--- config.mk ---
export PLATFORM = sky130hd
export DESIGN_NAME = msk_gadget_sched
export DESIGN_NICKNAME = d
export VERILOG_FILES = /design/src/rtl/msk_sched_pkg.sv /design/src/rtl/msk_sched_validpipe.sv /design/src/rtl/msk_gadget_sched.sv
export SDC_FILE = /design/constraint.sdc
export NUM_CORES = 1
export LEC_CHECK = 0
export BUFFER_PORTS_ARGS = -buffer_cell sky130_fd_sc_hd__buf_2
export CAP_MARGIN = 10
export CORE_AREA = 2 2 39 41
export DETAILED_ROUTE_END_ITERATION = 12
export DIE_AREA = 0 0 41 43
export PLACE_DENSITY = 0.52
export SLEW_MARGIN = 15
export SYNTH_ARGS = -nofsm -noshare
export SYNTH_HDL_FRONTEND = slang
export SYNTH_SLANG_ARGS = --single-unit
--- constraint.sdc ---
create_clock -name clk -period 3 [get_ports clk]
set_input_delay 0.75 -clock clk [delete_from_list [all_inputs] [get_ports clk]]
set_output_delay 0.75 -clock clk [all_outputs]
set_load 0.01 [all_outputs]
--- src/rtl/msk_sched_pkg.sv ---
// Shared types and helpers for the masked gadget pipeline sequencer.
package msk_sched_pkg;

    typedef enum logic [1:0] {
        IDLE  = 2'd0,
        RUN   = 2'd1,
        DRAIN = 2'd2
    } sched_state_t;

    localparam int STAT_W = 32;

    // Fresh randomness bits one d-share gadget layer consumes per sharing.
    function automatic int rnd_width(input int d, input int count);
        return count * d * (d - 1) / 2;
    endfunction

endpackage

--- src/rtl/msk_sched_validpipe.sv ---
// LAT-deep stage-valid shift register that advances only when the gadget pipeline is enabled.
module msk_sched_validpipe #(
    parameter int LAT = 2
) (
    input  logic           clk,
    input  logic           rst,
    input  logic           i_en,
    input  logic           i_din,
    output logic [LAT-1:0] o_v
);

    logic [LAT-1:0] r_v;

    always_ff @(posedge clk) begin
        if (!rst) begin
            r_v <= '0;
        end else if (i_en) begin
            r_v <= (r_v << 1) | LAT'(i_din);
        end
    end

    assign o_v = r_v;

endmodule

--- src/rtl/msk_gadget_sched.sv ---
// Sequencer for a fixed-latency masked gadget pipeline: pairs each sharing with fresh randomness.
// Optional saturating statistics counters are enabled with `define MSK_SCHED_STATS_EN.
module msk_gadget_sched
    import msk_sched_pkg::*;
#(
    parameter int d     = 2,
    parameter int count = 1,
    parameter int LAT   = 2,
    parameter int RND_W = rnd_width(d, count)
) (
    input  logic              clk,
    input  logic              rst,
    input  logic              in_valid,
    output logic              in_ready,
    input  logic              rnd_valid,
    output logic              rnd_ready,
    input  logic              flush,
    output logic              pipe_en,
    output logic              issue,
    output logic              out_valid,
    input  logic              out_ready,
    output logic              busy,
    output logic              drained
`ifdef MSK_SCHED_STATS_EN
    ,
    output logic [STAT_W-1:0] stat_issued,
    output logic [STAT_W-1:0] stat_rnd_starve,
    output logic [STAT_W-1:0] stat_backpressure
`endif
);

    sched_state_t   r_state, w_state_nxt;
    logic           r_done, w_done_nxt;
    logic           r_flush_q;
    logic [LAT-1:0] w_v;
    logic [LAT-1:0] w_v_nxt;
    logic           w_stall, w_pipe_en, w_admit_ok, w_issue, w_empty, w_drained;

    assign w_stall    = w_v[LAT-1] & ~out_ready;
    assign w_pipe_en  = ~w_stall;
    assign w_admit_ok = (r_state != DRAIN) & ~flush & w_pipe_en;
    assign w_issue    = rst & in_valid & rnd_valid & w_admit_ok;
    assign w_v_nxt    = w_pipe_en ? ((w_v << 1) | LAT'(w_issue)) : w_v;
    assign w_empty    = (w_v == '0);
    // r_done suppresses repeat pulses while flush is held after the drain finished.
    assign w_drained  = rst & (r_state == DRAIN) & w_empty & ~r_done;

    msk_sched_validpipe #(.LAT(LAT)) u_validpipe (
        .clk  (clk),
        .rst  (rst),
        .i_en (w_pipe_en),
        .i_din(w_issue),
        .o_v  (w_v)
    );

    always_comb begin
        w_state_nxt = r_state;
        w_done_nxt  = r_done;
        case (r_state)
            IDLE:    if (flush) w_state_nxt = DRAIN;
                     else if (w_issue) w_state_nxt = RUN;
            RUN:     if (flush) w_state_nxt = DRAIN;
                     else if (w_v_nxt == '0) w_state_nxt = IDLE;
            DRAIN:   if (w_empty && !flush) w_state_nxt = IDLE;
            default: w_state_nxt = IDLE;
        endcase
        if (r_state != DRAIN) w_done_nxt = 1'b0;
        else if (w_drained) w_done_nxt = 1'b1;
        else if (flush && !r_flush_q) w_done_nxt = 1'b0;
    end

    always_ff @(posedge clk) begin
        if (!rst) begin
            r_state   <= IDLE;
            r_done    <= 1'b0;
            r_flush_q <= 1'b0;
        end else begin
            r_state   <= w_state_nxt;
            r_done    <= w_done_nxt;
            r_flush_q <= flush;
        end
    end

    assign issue     = w_issue;
    assign in_ready  = w_issue;
    assign rnd_ready = w_issue;
    assign pipe_en   = rst & w_pipe_en;
    assign out_valid = rst & w_v[LAT-1];
    assign busy      = rst & (~w_empty | (r_state != IDLE));
    assign drained   = w_drained;

    // Both handshakes fire together, and every issued sharing consumes a nonzero randomness word.
    assert property (@(posedge clk) disable iff (!rst) (in_ready == rnd_ready) && (!issue || RND_W > 0));

`ifdef MSK_SCHED_STATS_EN
    logic [STAT_W-1:0] r_stat_issued, r_stat_starve, r_stat_bp;

    function automatic logic [STAT_W-1:0] sat_inc(input logic [STAT_W-1:0] c, input logic en);
        return (en && !(&c)) ? c + 1'b1 : c;
    endfunction

    always_ff @(posedge clk) begin
        if (!rst) begin
            r_stat_issued <= '0;
            r_stat_starve <= '0;
            r_stat_bp     <= '0;
        end else begin
            r_stat_issued <= sat_inc(r_stat_issued, w_issue);
            r_stat_starve <= sat_inc(r_stat_starve, in_valid & w_admit_ok & ~rnd_valid);
            r_stat_bp     <= sat_inc(r_stat_bp, w_stall);
        end
    end

    assign stat_issued       = r_stat_issued;
    assign stat_rnd_starve   = r_stat_starve;
    assign stat_backpressure = r_stat_bp;
`endif

endmodule

==> metrics.txt, run 1 <==
hpwl dp=a little under 500 um; WL/cell=10.3 um; Final Max Tran Viols=0; Reg-to-Reg End=r_state[0]; die span in x=between 40 and 50 um; wl on met1=about 300 um; Clock Latency Late Sink=around 0.25 ns; Crit Path Class=input pin to output pin; Cell Rows=14; initial antenna violation count=0; drt pass-1 iters=1; Layout fillers=between 150 and 200; RSZ-0062 raised after global routing=no; area leader, netlist=dfxtp_1; CP cell instances=buf_2, nand2b_1, nor4_4, buf_2; Post-Route Setup TNS=0 ns; Critical Path Slowest Stage Cell=nor4_4; register area=120 um2; CTS-repair resized insts=0; highest metal used=met3; core area=0.00138 mm2; Seq cells post-synth=6; min cycle time layout=2.25 ns; initial core utilization=a little over a fifth; GR Overflow Total=0; sequential area share after synthesis=between 40% and 50%; met2 wire length=about 300 um; Final Net Count=between 50 and 60; synth top area cells=dfxtp_1 41%, nor2_1 9.0%, nor4_4 7.3%, buf_4 5.1%, nand2_1 3.8%; Max Cap Violations=0; Multi-input gate area=150 um2; Slew headroom=a little over four fifths; synth warn=0; Hold-fix buffers, CTS=0; Syn Nets=40; # diodes=0; Worst setup EP type=output pin; TritonCTS clock tree=yes; total track usage=approximately 9.0%; routed length on met3=~50 um; WP data required=~2.3 ns; Fin Clk Skew=about 0.0096 ns; final worst setup slack=roughly 0.75 ns; Setup Fix Bufs, Post-CTS=0; worst r2r path cells=3; commonest non-fill, non-tap cell in the layout=buf_2; buffers added on ports=12; area grow syn2layout=29.9%; vias post-DR=268; Worst Hold Path EP=r_done; Mean Syn Cell Area=~8.6 um2; status=finished clean; Final Hold Fails=0; post-synth cell types=19; Worst R2R Setup Slack=1.95 ns; Post-Layout Cell Count=63; Pleak=between 0.15 and 0.2 nW; Max clock buf depth=2; CTS clk-pin slew, worst paths=0.04 ns; CTS H-tree lvls=1; DRC=0; dpl cells=60; post-synth top area share=~41%; crit path DAT=about 1.5 ns; Num Clock Sinks=6; share of cells above drive strength 1=40.4%; largest net degree at the start of global routing=7; Hold Crit Start=r_flush_q; Final Instance Area=approximately 380 um2; CP max stage delay=between 0.2 and 0.3 ns; TritonCTS Buffers=3; Post-Route WL=649 um; power per cell area=roughly 480 mW/mm2; IO Pins=13; die area=about 0.0018 mm2; Cells after Synth=34; peak supply drop=about 0.19 mV; Hold Path Class=flip-flop to flip-flop; Die Height=43 um; gpl congestion=between 0.6 and 0.7; drt initial violations=0; Root Buffer=clkbuf_4; post-DR vias/cell=4.25; Slew @ Worst Pin=0.249 ns; fin crit share=74.9%; Placed Area=around 360 um2; first-pass GRT wire length=1060 um; Cell Area, Synth=between 200 and 300 um2; vias in the first global route=around 270; worst reg2reg startpoint=u_validpipe.o_v[1]; critical path launch point type=input pin; most frequent cells in the layout=12 x buf_2, 7 x nor2_1, 6 x dfxtp_1; CP Max Fanout=4; fmax=approximately 450 MHz; most used cell, CP=buf_2; Final ANT Viol Nets=0; Final setup viols=0; dpl ws=between 0.7 and 0.8 ns; hold path depth=2
-- Yosys cell counts --
cell	n
a211oi_1	1
a21oi_1	1
a221oi_1	1
a31o_1	1
and2_2	1
and2b_4	1
buf_4	2
dfxtp_1	6
inv_1	2
nand2_1	3
nand2b_1	1
nor2_1	7
nor2b_2	1
nor4_1	1
nor4_4	1
o21ai_0	1
o21ai_1	1
o22ai_1	1
or2_0	1
-- cells by family after synthesis --
| kind of cell | synth area share (%) |
|---|---|
| simple gates | 35.5 |
| compound gates | 15.8 |
| buf+inv | 7.69 |
| flops | 41.0 |
-- stage by stage --
stage / utilization (%) / total power, mW / hold slack [ns]
CTS: 27.5 / 0.186 / 0.482
global route: 27.5 / 0.198 / 0.521
global placement: 25.9 / 0.108 / 0.462
detailed placement: 25.9 / 0.109 / 0.472
floorplan: - / 0.100 / 0.437
finish: 27.5 / 0.184 / 0.473
-- power breakdown --
part	total [mW]	leakage, nW	internal (mW)	switching (mW)
registers	0.0858	0.0492	0.0830	0.00282
logic	0.0211	0.110	0.00970	0.0114
clock network	0.0771	0.0138	0.0454	0.0316
-- state kept, by name, summed over array words and instances, names as in the netlist --
signal	flops
r_state	2
u_validpipe.o_v	2
r_done	1
r_flush_q	1
-- how the worst max path moves through the flow --
stage | from | endpoint | slack (ns) | cells after the start
2_1_floorplan | out_ready | issue | 0.76 | 3
3_3_place_gp | out_ready | in_ready | 0.75 | 4
3_5_place_dp | flush | in_ready | 0.74 | 4
4_1_cts | flush | in_ready | 0.74 | 4
5_1_grt | flush | rnd_ready | 0.68 | 4
6_report | flush | in_ready | 0.75 | 4
-- worst max-delay path: cells and delay by family --
kind / cells / cell delay [ns]
and+or+nand+nor: 2 / 0.45
buffers and inverters: 2 / 0.29
-- final cells by class --
| class | instances | share of cell area, % |
|---|---|---|
| multi-input cells | 24 | 39.5 |
| repair buffers | 12 | 15.8 |
| well taps | 16 | 5.26 |
| flip-flops and latches | 6 | 31.6 |
| clock buffers | 3 | 5.92 |
| inverters | 2 | 1.97 |
-- metal layers --
layer | global-route usage, % | vias up
met5 | 0 | -
met4 | 2.00 | 0
met3 | 6.28 | 0
met2 | 13.8 | 10
met1 | 9.97 | 113
li1 | - | 145
(Power assumes the default switching activity.)
==> inputs of run 2 (changes only) <==
PLACE_DENSITY = 0.54   (was 0.52)
clock period = 1.8 ns   (was 3 ns; I/O delays follow)
==> run 2 against run 1 <==
Flip-flop and latch count unchanged. Clock power up 58%. Design area up 3.3%. Total power up 65%. Worst setup slack worse by 0.64 ns. First-iteration DRC count up 9. Non-clock buffer count unchanged. Routed wire length down 2.0%. Hold slack worse by 0.0082 ns. Combinational power up 73%. Critical path depth down 1.
==> metrics.txt, run 2 (synthesized netlist as in run 1, its figures left out) <==
RSZ-0062 raised after global routing=no; critical path launch point type=flip-flop; Final setup viols=0 (unchanged); WP depth=3 (-1); Final Max Tran Viols=0 (unchanged); fin crit share=around 94%; core area=0.00138 mm2 (unchanged); dpl ws=0.138 ns (-0.600 ns); Max clock buf depth=2 (unchanged); switching share of power=23.4% (-1.5 points); CP cell instances=nor2b_4, nor4_4, buf_2; drt pass-1 iters=4 (+3); dpl cells=60 (unchanged); Reg-to-Reg End=r_state[0]; status=finished clean; Root Buffer=clkbuf_4; Hold Crit Start=r_state[1]; Pleak=0.176 nW (+2.0%); initial antenna violation count=0 (unchanged); CP Max Fanout=4 (unchanged); vias post-DR=285 (+6.3%); share of cells above drive strength 1=44.7% (+4.3 points); Num Clock Sinks=6 (unchanged); post-DR vias/cell=4.52 (+6.3%); most frequent cells in the layout=12 x buf_2, 7 x nor2_1, 5 x dfxtp_1; Layout fillers=161 (+1.9%); vias in the first global route=251 (-5.3%); TritonCTS clock tree=yes; gpl congestion=0.771 (+18%); Final Instance Area=393 um2 (+3.3%); final worst setup slack=0.113 ns (-0.640 ns); Final ANT Viol Nets=0 (unchanged); buffers added on ports=12 (unchanged); CTS clk-pin slew, worst paths=0.05 ns (about the same); area grow syn2layout=34.2%; DRC=0 (unchanged); largest net degree at the start of global routing=7 (unchanged); power per cell area=771 mW/mm2 (+59%); initial core utilization=21.2% (unchanged); Max Cap Violations=0 (unchanged); Worst R2R Setup Slack=0.77 ns (-1.18 ns); peak supply drop=0.383 mV (+110%); hold path depth=1 (-1); Total Power=303 uW (+65%); Seq pwr share=47.7% (+1.1 points); GR Overflow Total=0 (unchanged); WP buf/inv=1 (-1); die span in x=41 um (unchanged); hpwl dp=460 um (-7.3%); CTS H-tree lvls=1 (unchanged); Final Hold Fails=0 (unchanged); Critical Path Slowest Stage Cell=dfxtp_1; min cycle time layout=about 1.7 ns; Fin Clk Skew=0.00955 ns (-0.0000223 ns); die area=0.00176 mm2 (unchanged); CP max stage delay=0.42 ns (+0.16 ns); combinational fraction of design power=12.0% (+0.5 points); Worst Hold Path EP=r_state[0]; IO Pins=13 (unchanged); Slew @ Worst Pin=0.254 ns (+0.00463 ns); Post-Route Setup TNS=0 ns (unchanged); P_sw=71.0 uW (+55%); Top delay family on crit path=flip-flops; Clock Latency Late Sink=0.25 ns (about the same); fmax=593 MHz; Placed Area=358 um2 (unchanged); Cell Rows=14 (unchanged); Worst setup EP type=output pin; Hold Path Class=flip-flop to flip-flop; total track usage=9.35% (+0.31 points); drt initial violations=9 (+9); Setup Fix Bufs, Post-CTS=0 (unchanged); Post-Layout Cell Count=63 (unchanged); Slew headroom=82.9% (-0.28 points); Power Internal=232 uW (+68%); WL/cell=10.1 um (-2.0%); TritonCTS Buffers=3 (unchanged); Clk pwr share=40.3% (-1.6 points); commonest non-fill, non-tap cell in the layout=buf_2; crit path DAT=1.24 ns (-0.26 ns); Crit Path Class=flip-flop to output pin; first-pass GRT wire length=1050 um (-1.3%); fin util=28.4% (+0.90 points); worst r2r path cells=3 (unchanged); Die Height=43 um (unchanged); # diodes=0 (unchanged); Final Net Count=55 (unchanged); WP data required=1.35 ns (-0.90 ns); worst reg2reg startpoint=u_validpipe.o_v[1]; worst hold margin=0.465 ns (-0.00819 ns); Post-Route WL=636 um (-2.0%)
## run 2: cell counts in the layout (fill, tap and decap cells not counted)
No cell type changed its count.
## run 2: metal layers
layer  track usage (%)  vias up  share of wire, %
met5                 0        -                 0
met4              6.00        0               1.3
met3              6.28        2               7.2
met2              10.3       14                49
li1                  -      141                 -
met1              12.6      128                42
## run 2: worst max path at each step
stage	from	to	slack, ns
6_report	r_state[0]	issue	0.11
4_1_cts	r_state[1]	drained	0.03
5_1_grt	r_state[0]	issue	0.02
2_1_floorplan	out_ready	issue	0.16
3_3_place_gp	out_ready	issue	0.15
3_5_place_dp	out_ready	issue	0.14
## run 2: timing repair
action / CTS / global route
gates resized for setup: 0 / 3
hold buffers: 0 / 0
endpoints found under the setup margin: 0 / 4
## run 2: worst reg2reg max path, cell delays in order (launching register included)
cell      delay [ns]
dfxtp_1         0.34
and2b_4         0.21
or2_0           0.22
a211oi_1        0.18
## run 2: layout make-up
| cell class | count | area [um2] | share of cell area [%] |
|---|---|---|---|
| Multi-Input combinational cell | 24 | 161 | 41.1 |
| Sequential cell | 6 | 121 | 30.9 |
| Timing Repair Buffer | 12 | 60.1 | 15.3 |
| Clock buffer | 3 | 22.5 | 5.73 |
| Tap cell | 16 | 20.0 | 5.10 |
| Inverter | 2 | 7.51 | 1.91 |
## run 2: power groups by stage
stage	combinational [mW]	sequential, mW	clock, mW
3_3_place_gp	0.0351	0.145	0
5_1_grt	0.0408	0.145	0.139
2_1_floorplan	0.0225	0.144	0
6_report	0.0365	0.144	0.122
4_1_cts	0.0351	0.143	0.124
3_5_place_dp	0.0351	0.145	0
